==> src/rtl/lsu_mem_port_if.sv <==
// Data-memory bus between the load/store unit (master) and the memory system (slave).
// One request beat per transaction, then one response beat carrying read data or the write ack.
interface lsu_mem_port_if #(
    parameter int XLEN   = 32,
    parameter int ADDR_W = 32
);
    logic                mem_req_valid;
    logic                mem_req_ready;
    logic                mem_we;
    logic [ADDR_W-1:0]   mem_addr;
    logic [XLEN-1:0]     mem_wdata;
    logic [XLEN/8-1:0]   mem_wstrb;
    logic                mem_resp_valid;
    logic [XLEN-1:0]     mem_rdata;

    modport master (
        output mem_req_valid,
        output mem_we,
        output mem_addr,
        output mem_wdata,
        output mem_wstrb,
        input  mem_req_ready,
        input  mem_resp_valid,
        input  mem_rdata
    );

    modport slave (
        input  mem_req_valid,
        input  mem_we,
        input  mem_addr,
        input  mem_wdata,
        input  mem_wstrb,
        output mem_req_ready,
        output mem_resp_valid,
        output mem_rdata
    );
endinterface

==> src/rtl/lsu_mem_port.sv <==
// Load/store unit bus port: one outstanding access, lane-shifted stores, sign/zero-extended loads.
// Define LSU_MISALIGN_TRAP_EN to trap misaligned accesses instead of aligning them down.
module lsu_mem_port #(
    parameter int XLEN   = 32,
    parameter int ADDR_W = 32
) (
    input  logic              clk,
    input  logic              rst_n,
    input  logic              req_valid,
    output logic              req_ready,
    input  logic              req_we,
    input  logic [2:0]        req_op,
    input  logic [ADDR_W-1:0] req_addr,
    input  logic [XLEN-1:0]   req_wdata,
    output logic              resp_valid,
    output logic [XLEN-1:0]   resp_rdata,
    output logic              resp_err,
    lsu_mem_port_if.master    mem
);

    localparam int STRB_W = XLEN / 8;
    localparam int OFF_W  = $clog2(STRB_W);

    typedef enum logic [1:0] {
        IDLE = 2'd0,
        REQ  = 2'd1,
        WAIT = 2'd2,
        RESP = 2'd3
    } state_e;

    state_e              state_q, state_d;
    logic                we_q, we_d;
    logic [2:0]          op_q, op_d;
    logic                err_q, err_d;
    logic [ADDR_W-1:0]   addr_q, addr_d;
    logic [XLEN-1:0]     wdata_q, wdata_d;
    logic [XLEN-1:0]     rdata_q, rdata_d;
    logic [OFF_W-1:0]    off;

    // Dword and unsigned-word only exist on a 64-bit bus; 111 is never legal.
    function automatic logic op_illegal(input logic [2:0] op);
        case (op)
            3'b111:         return 1'b1;
            3'b011, 3'b110: return (XLEN == 32);
            default:        return 1'b0;
        endcase
    endfunction

    function automatic logic [OFF_W-1:0] size_mask(input logic [2:0] op);
        logic [3:0] m;
        case (op[1:0])
            2'd0:    m = 4'h0;
            2'd1:    m = 4'h1;
            2'd2:    m = 4'h3;
            default: m = 4'h7;
        endcase
        return m[OFF_W-1:0];
    endfunction

    function automatic logic [STRB_W-1:0] size_strb(input logic [2:0] op);
        logic [7:0] s;
        case (op[1:0])
            2'd0:    s = 8'h01;
            2'd1:    s = 8'h03;
            2'd2:    s = 8'h0F;
            default: s = 8'hFF;
        endcase
        return s[STRB_W-1:0];
    endfunction

    // Push the field to the top of the word, then shift back arithmetically or logically.
    function automatic logic [XLEN-1:0] load_extend(input logic [XLEN-1:0] lane,
                                                    input logic [2:0]      op);
        int              sh;
        logic [XLEN-1:0] u;
        case (op[1:0])
            2'd0:    sh = XLEN - 8;
            2'd1:    sh = XLEN - 16;
            2'd2:    sh = XLEN - 32;
            default: sh = 0;
        endcase
        u = lane << sh;
        if (op[2]) begin
            return u >> sh;
        end
        return $signed(u) >>> sh;
    endfunction

    always_comb begin
        state_d = state_q;
        we_d    = we_q;
        op_d    = op_q;
        err_d   = err_q;
        addr_d  = addr_q;
        wdata_d = wdata_q;
        rdata_d = rdata_q;

        case (state_q)
            IDLE: begin
                if (req_valid) begin
                    we_d    = req_we;
                    op_d    = req_op;
                    wdata_d = req_wdata;
`ifdef LSU_MISALIGN_TRAP_EN
                    addr_d  = req_addr;
                    err_d   = op_illegal(req_op) ||
                              (|(req_addr[OFF_W-1:0] & size_mask(req_op)));
`else
                    addr_d  = {req_addr[ADDR_W-1:OFF_W],
                               req_addr[OFF_W-1:0] & ~size_mask(req_op)};
                    err_d   = op_illegal(req_op);
`endif
                    state_d = err_d ? RESP : REQ;
                end
            end
            REQ: begin
                if (mem.mem_req_ready) begin
                    state_d = WAIT;
                end
            end
            WAIT: begin
                // Stores also wait here: mem_resp_valid doubles as the write ack.
                if (mem.mem_resp_valid) begin
                    if (!we_q) begin
                        rdata_d = mem.mem_rdata;
                    end
                    state_d = RESP;
                end
            end
            default: begin
                state_d = IDLE;
            end
        endcase
    end

    always_comb begin
        off               = addr_q[OFF_W-1:0];
        req_ready         = (state_q == IDLE);
        resp_valid        = (state_q == RESP);
        resp_err          = 1'b0;
        resp_rdata        = '0;
        mem.mem_req_valid = 1'b0;
        mem.mem_we        = 1'b0;
        mem.mem_addr      = '0;
        mem.mem_wdata     = '0;
        mem.mem_wstrb     = '0;

        // Bus outputs are only non-zero while the request is on the bus.
        if (state_q == REQ) begin
            mem.mem_req_valid = 1'b1;
            mem.mem_we        = we_q;
            mem.mem_addr      = {addr_q[ADDR_W-1:OFF_W], {OFF_W{1'b0}}};
            if (we_q) begin
                mem.mem_wdata = wdata_q << {off, 3'b000};
                mem.mem_wstrb = size_strb(op_q) << off;
            end
        end

        if (state_q == RESP) begin
            resp_err = err_q;
            if (!err_q && !we_q) begin
                resp_rdata = load_extend(rdata_q >> {off, 3'b000}, op_q);
            end
        end
    end

    always_ff @(posedge clk or negedge rst_n) begin
        if (!rst_n) begin
            state_q <= IDLE;
            we_q    <= 1'b0;
            op_q    <= 3'b000;
            err_q   <= 1'b0;
        end else begin
            state_q <= state_d;
            we_q    <= we_d;
            op_q    <= op_d;
            err_q   <= err_d;
        end
    end

    // Datapath registers are only observed through state-gated outputs, so they carry no reset.
    always_ff @(posedge clk) begin
        addr_q  <= addr_d;
        wdata_q <= wdata_d;
        rdata_q <= rdata_d;
    end

endmodule

==> src/flat_wrapper.sv <==
// flat-port wrapper written by rule: the top's interface ports become plain ports
module lsu_mem_port_flat 
#(
    parameter int XLEN   = 32,
    parameter int ADDR_W = 32
)
  (clk, rst_n, req_valid, req_ready, req_we, req_op, req_addr, req_wdata, resp_valid, resp_rdata, resp_err, mem_mem_req_valid, mem_mem_we, mem_mem_addr, mem_mem_wdata, mem_mem_wstrb, mem_mem_req_ready, mem_mem_resp_valid, mem_mem_rdata);
  lsu_mem_port_if #(.XLEN(XLEN), .ADDR_W(ADDR_W)) mem_i ();
  input  logic clk;
  input  logic rst_n;
  input  logic req_valid;
  output logic req_ready;
  input  logic req_we;
  input  logic [2:0] req_op;
  input  logic [ADDR_W-1:0] req_addr;
  input  logic [XLEN-1:0] req_wdata;
  output logic resp_valid;
  output logic [XLEN-1:0] resp_rdata;
  output logic resp_err;
  output wire logic [$bits(mem_i.mem_req_valid)-1:0] mem_mem_req_valid;
  output wire logic [$bits(mem_i.mem_we)-1:0] mem_mem_we;
  output wire logic [$bits(mem_i.mem_addr)-1:0] mem_mem_addr;
  output wire logic [$bits(mem_i.mem_wdata)-1:0] mem_mem_wdata;
  output wire logic [$bits(mem_i.mem_wstrb)-1:0] mem_mem_wstrb;
  input wire logic [$bits(mem_i.mem_req_ready)-1:0] mem_mem_req_ready;
  input wire logic [$bits(mem_i.mem_resp_valid)-1:0] mem_mem_resp_valid;
  input wire logic [$bits(mem_i.mem_rdata)-1:0] mem_mem_rdata;
  assign mem_mem_req_valid = mem_i.mem_req_valid;
  assign mem_mem_we = mem_i.mem_we;
  assign mem_mem_addr = mem_i.mem_addr;
  assign mem_mem_wdata = mem_i.mem_wdata;
  assign mem_mem_wstrb = mem_i.mem_wstrb;
  assign mem_i.mem_req_ready = mem_mem_req_ready;
  assign mem_i.mem_resp_valid = mem_mem_resp_valid;
  assign mem_i.mem_rdata = mem_mem_rdata;
  lsu_mem_port #(.XLEN(XLEN), .ADDR_W(ADDR_W)) u_core (.clk(clk), .rst_n(rst_n), .req_valid(req_valid), .req_ready(req_ready), .req_we(req_we), .req_op(req_op), .req_addr(req_addr), .req_wdata(req_wdata), .resp_valid(resp_valid), .resp_rdata(resp_rdata), .resp_err(resp_err), .mem(mem_i));
endmodule
==> config.mk <==
export PLATFORM = sky130hd
export DESIGN_NAME = lsu_mem_port_flat
export DESIGN_NICKNAME = d
export VERILOG_FILES = /design/src/rtl/lsu_mem_port_if.sv /design/src/rtl/lsu_mem_port.sv /design/src/flat_wrapper.sv
export SDC_FILE = /design/constraint.sdc
export NUM_CORES = 1
export LEC_CHECK = 0
export BUFFER_PORTS_ARGS = -buffer_cell sky130_fd_sc_hd__clkbuf_2
export CORE_ASPECT_RATIO = 0.7
export CORE_UTILIZATION = 45
export CTS_BUF_LIST = sky130_fd_sc_hd__clkbuf_4
export DETAILED_ROUTE_END_ITERATION = 8
export GPL_ROUTABILITY_DRIVEN = 0
export GPL_TIMING_DRIVEN = 0
export PLACE_DENSITY = 0.78
export SYNTH_ARGS = -nofsm -noshare
export SYNTH_HDL_FRONTEND = slang
export SYNTH_SLANG_ARGS = --single-unit
==> constraint.sdc <==
create_clock -name clk -period 3.9 [get_ports clk]
set_clock_uncertainty 0.2 [all_clocks]
set_input_delay 0.195 -clock clk [delete_from_list [all_inputs] [get_ports clk]]
set_output_delay 0.195 -clock clk [all_outputs]
set_load 0.005 [all_outputs]
* After elaboration in Yosys (flattened, before gate mapping)
Index checks and enable logic that the tools add are counted.
** Storage, ports and cells
- Register bits :: 103
- Input port bits :: 105
- Logic and storage cells :: 71
** Cells by class
- Eq/ne operators :: 13
- Shifts and indexed selects :: 6
- Muxes and demuxes :: 32
- Bitwise gates (word level) :: 3
- Reduce and logical (&&, ||, !) cells :: 10
** Operator list (count)
- $mux W32 :: 9
- $shl A32 B32 Y32 :: 1
- $shl A32 B5 Y32 :: 1
- $shr A32 B32 Y32 :: 1
- $shr A32 B5 Y32 :: 1
- $sshr A32 B32 Y32 :: 1
- $mux W4 :: 4
- $mux W2 :: 6
- $pmux W2 S3 :: 2
- $pmux W4 S3 :: 1
- $pmux W5 S2 :: 1
- $mux W1 :: 9
- $eq A2 B2 Y1 const B :: 4
- $eq A2 B1 Y1 const B :: 3
- $eq A3 B3 Y1 const B :: 2
- $logic_not A2 Y1 :: 3
- $ne A2 B2 Y1 const B :: 3
- $reduce_and A3 Y1 :: 2
- $shl A4 B2 Y4 :: 1
- $eq A3 B2 Y1 const B :: 1
- $reduce_or A3 Y1 :: 1
- $and A2 B2 Y2 :: 1
- $logic_not A1 Y1 :: 2
- $not A2 Y2 :: 1
- other kinds (3) :: 3

* Depth between registers and ports, before layout
- Depth in word-level cells :: 10
- Depth in mapped cells :: 7

* Least setup slack after synthesis
No wires, ideal clock.
- Kind :: register to register
- From :: register u_core.state_q[0]
- To :: register u_core.addr_q[0], enable pin
- Library setup time :: 0.418 ns
- Arrival :: 2.149 ns
- Data required time :: 3.282 ns
- Path slack :: 1.134 ns
- Cell stages (with the launch flop) :: 5
- Buffers on the path :: 0
- Cells stage by stage :: dfrtp_1 -> inv_1 -> ha_1 -> nand2_1 -> inv_1
** Between the ends
- Word-level cells in the longest chain between the ends :: 2
** RTL lines
- start, declared :: RTL line lsu_mem_port.sv:31 : state_e state_q, state_d;
- start signal, assigned :: RTL line lsu_mem_port.sv:174 : state_q <= state_d;
- $logic_not A2 Y1
- via req_ready :: RTL line flat_wrapper.sv:12 : output logic req_ready;
- $reduce_and A2 Y1 (no source line)
- end signal, assigned :: RTL line lsu_mem_port.sv:183 : addr_q <= addr_d;
- end, declared :: RTL line lsu_mem_port.sv:35 : logic [ADDR_W-1:0] addr_q, addr_d;
The timed path passes the listed nets, and every way through them passes these cells.
A chain may end at the register's enable or synchronous reset.

* Final worst setup path
- From :: register u_core.state_q[1]
- To :: output port mem_mem_wdata[6]
** Between the ends
- Word-level cells in the longest chain between the ends :: 2
** RTL lines
- $eq A2 B1 Y1 :: RTL line lsu_mem_port.sv:149 : if (state_q == REQ) begin
- $mux W32 :: RTL line lsu_mem_port.sv:149
- end, declared :: RTL line flat_wrapper.sv:23 : output wire logic [$bits(mem_i.mem_wdata)-1:0] mem_mem_wdata;
No other way between the ends.

==> run_results.csv <==
group,metric,value,unit
status,status,"finished clean",
synth,async_flop_share,0.0680,
placed_design,dp_cells,724,
drt,drt_pass1_iterations,5,
sta,fmax,0.299,GHz
die,top_level_ports,210,
synth,syn_area,4910,um2
cts,post-cts-setup-buffers,0,
sta,setup_viol,0,
grt,first_global_vias,4465,
die,die_w,127,um
grt,grt_pass1_wl,23.2,mm
drt,first_iter_violations,282,
worst_setup_path,cp.required,3.50,ns
layout,fin_nets,817,
cts,clock_latency,0.46,ns
synth,synth_edf_count,96,
worst_setup_path,r2r-start,"u_core.state_q[0]",
sta,setup_tns,0,ns
cts,cts_max_level,3,
drt,routed_wl,15.8,mm
grt,grt_max_degree,51,
drt,vias,4447,
synth,synthCells,383,
die,fp.dieArea,11400,um2
synth,ys_ff_latch,103,
grt,grt_overflow,0,
sta,grt_setup_unrepaired,"no",
worst_setup_path,critPathCaptureType,"output port",
run,maxCapViolations,0,
layout,final_core_util,0.700,
sta,maxSlewHeadroom,0.406,
synth,avgSynthCellArea,12.8,um2
layout,syn_to_final_growth,49.2,%
placed_design,io_buffer_count,207,
worst_setup_path,cp.arrival,2.95,ns
power_and_ir_drop,power.density,468,nW/um2
drt,viasPerCell,5.26,
sta,worst_slew_pin_slew,0.889,ns
worst_setup_path,crit_path_start_kind,"flip-flop",
synth,synthFlopType,"edfxtp_1",
sta,hold_viol_final,0,
cts,path_clk_slew,0.17,ns
synth,synth_largest_type_area_fraction,0.587,
min_path,hold_class,"input pin to flip-flop",
worst_setup_path,reg2reg_depth,5,
grt,grt_usage,0.277,
die,die_h,89.4,um
drt,drc,0,
cts,cts_made_buffers,9,
sta,fin_hold_ws,0.0896,ns
die,start_util,0.469,
sta,finalCriticalPeriod,3.35,ns
drt,ant_nets,0,
layout,final_cell_count_no_fill,846,
layout,layout-drive-gt1-share,0.358,
worst_setup_path,path_class,"flip-flop to output port",
synth,ys_seq_area_frac,0.622,
sta,post-route-period-util,0.858,
min_path,min_from,"mem_mem_resp_valid",
cts,cts_tree,"done",
power_and_ir_drop,fin_total_pwr,3430,uW
worst_setup_path,critPathMaxFanout,10,
die,num_rows,31,
min_path,hold_path_depth,3,
cts,clockBufferDepth,2,
power_and_ir_drop,ir_drop,288,uV
synth,yosysTopAreaCell,"edfxtp_1",
cts,cts_sinks,103,
die,core,10500,um2
cts,cts-root-buf,"clkbuf_4",
sta,drv_slew,0,
synth,synth.distinct_cells,36,
synth,ys_warn_count,0,
grt,antenna_found_initial,2,
placed_design,dp_hpwl,9.87,mm
drt,detail_route.wl_per_cell,18.7,um
power_and_ir_drop,p_leak,0.00323,uW
worst_setup_path,crit_start,"u_core.state_q[1]",
synth,synth_area_leaders,"edfxtp_1 (59%), mux2i_1 (6.9%), and2_1 (5.9%)",
==> path summary, 6_finish.rpt <==
check / endpoint / slack [ns]
setup / recovery: mem_mem_wdata[6] / 0.55
hold / removal: u_core.rdata_q[7] / 0.09
setup reg to reg: u_core.state_q[0] / 1.64
hold reg to reg: u_core.err_q / 0.36
max in group asynchronous: u_core.we_q / 2.74
min in group asynchronous: u_core.state_q[0] / 0.49
==> cells in the mapped netlist (6+ instances only) <==
master and instances:
nor2b_1 18, mux2i_1 34, a21o_1 8, and2_1 46
inv_1 8, o21ai_2 8, o21ai_0 10, nor2_1 37
clkbuf_1 14, a211oi_1 30, a21oi_1 17, nand2_1 6
dfrtp_1 7, edfxtp_1 96, mux2_2 6, buf_2 7
==> sequential cells by signal, indices dropped and copies added, names as in the netlist <==
name,cells
u_core.wdata_q,32
u_core.rdata_q,32
u_core.state_q,2
u_core.op_q,3
u_core.addr_q,32
u_core.err_q,1
u_core.we_q,1
==> critical path: stages (launching register included) <==
cell	delay [ns]
dfrtp_1	0.44
inv_1	0.11
ha_1	0.35
nand2_1	0.11
or2_2	0.28
clkbuf_1	0.26
nor2_1	0.57
and2_1	0.24
clkbuf_2	0.13
==> stage by stage <==
stage	cell area [um2]	setup slack, ns
global route	7330	0.331
CTS	7330	0.487
detailed placement	6150	1.05
global placement	6120	0.646
finish	7330	0.553
floorplan	4920	1.13
==> cell families (layout without fill, tap and decap cells) <==
logic type,Yosys count,after routing,synth area share
simple gates,119,119,0.133
other cells,1,4,0.000763
flops,103,103,0.622
compound gates,80,80,0.118
mux,40,40,0.0830
fa+ha+maj,4,4,0.0102
buf+inv,36,364,0.0331
==> where the power goes <==
part	switching (uW)	leakage [uW]	internal (uW)
clock network	398	0.0000725	147
logic	749	0.00219	562
registers	115	0.000968	1460
total	1260	0.00323	2170
==> area by class of cell <==
| class | instances | area [um2] |
|---|---|---|
| Antenna cell | 2 | 5.00 |
| Buffer | 28 | 133 |
| Clock buffer | 9 | 67.6 |
| Clock inverter | 6 | 62.6 |
| Fill cell | 725 | 3140 |
| Inverter | 8 | 30.0 |
| Multi-Input combinational cell | 245 | 1710 |
| Sequential cell | 103 | 3060 |
| Tap cell | 132 | 165 |
| Timing Repair Buffer | 313 | 2110 |
==> layer usage <==
layer | vias up | global-route usage | share of wire
li1 | 2049 | - | -
met1 | 2076 | 0.316 | 0.39
met2 | 282 | 0.502 | 0.50
met3 | 40 | 0.0820 | 0.091
met4 | 0 | 0.103 | 0.023
met5 | - | 0 | 0
==> cell usage in the layout, fill, tap and decap left out, types with 2 or more instances in the layout <==
cell type      instances
mux2i_1               34
a21oi_1               17
o21ai_0               10
clkbuf_1              14
ha_1                   4
clkbuf_2             207
nor2b_1               18
or3b_1                 2
buf_4                  3
dlygate4sd3_1        105
edfxtp_1              96
buf_1                  3
dfrtp_1                7
o21ai_2                8
inv_1                  7
buf_2                  7
inv_6                  4
nor2_1                36
conb_1                 2
mux2_2                 6
diode_2                2
clkbuf_4               9
a211oi_1              30
a21o_1                 8
nor2_4                 2
o211ai_1               2
and2_1                46
nor3_1                 2
nor3b_1                2
nand2_1                6
==> repair_timing <==
| item | CTS | global route |
|---|---|---|
| hold endpoints to repair | 110 | 0 |
| resized for setup | 0 | 0 |
| hold buffers | 105 | 0 |
Note: power is estimated with default switching activity, not from simulation.
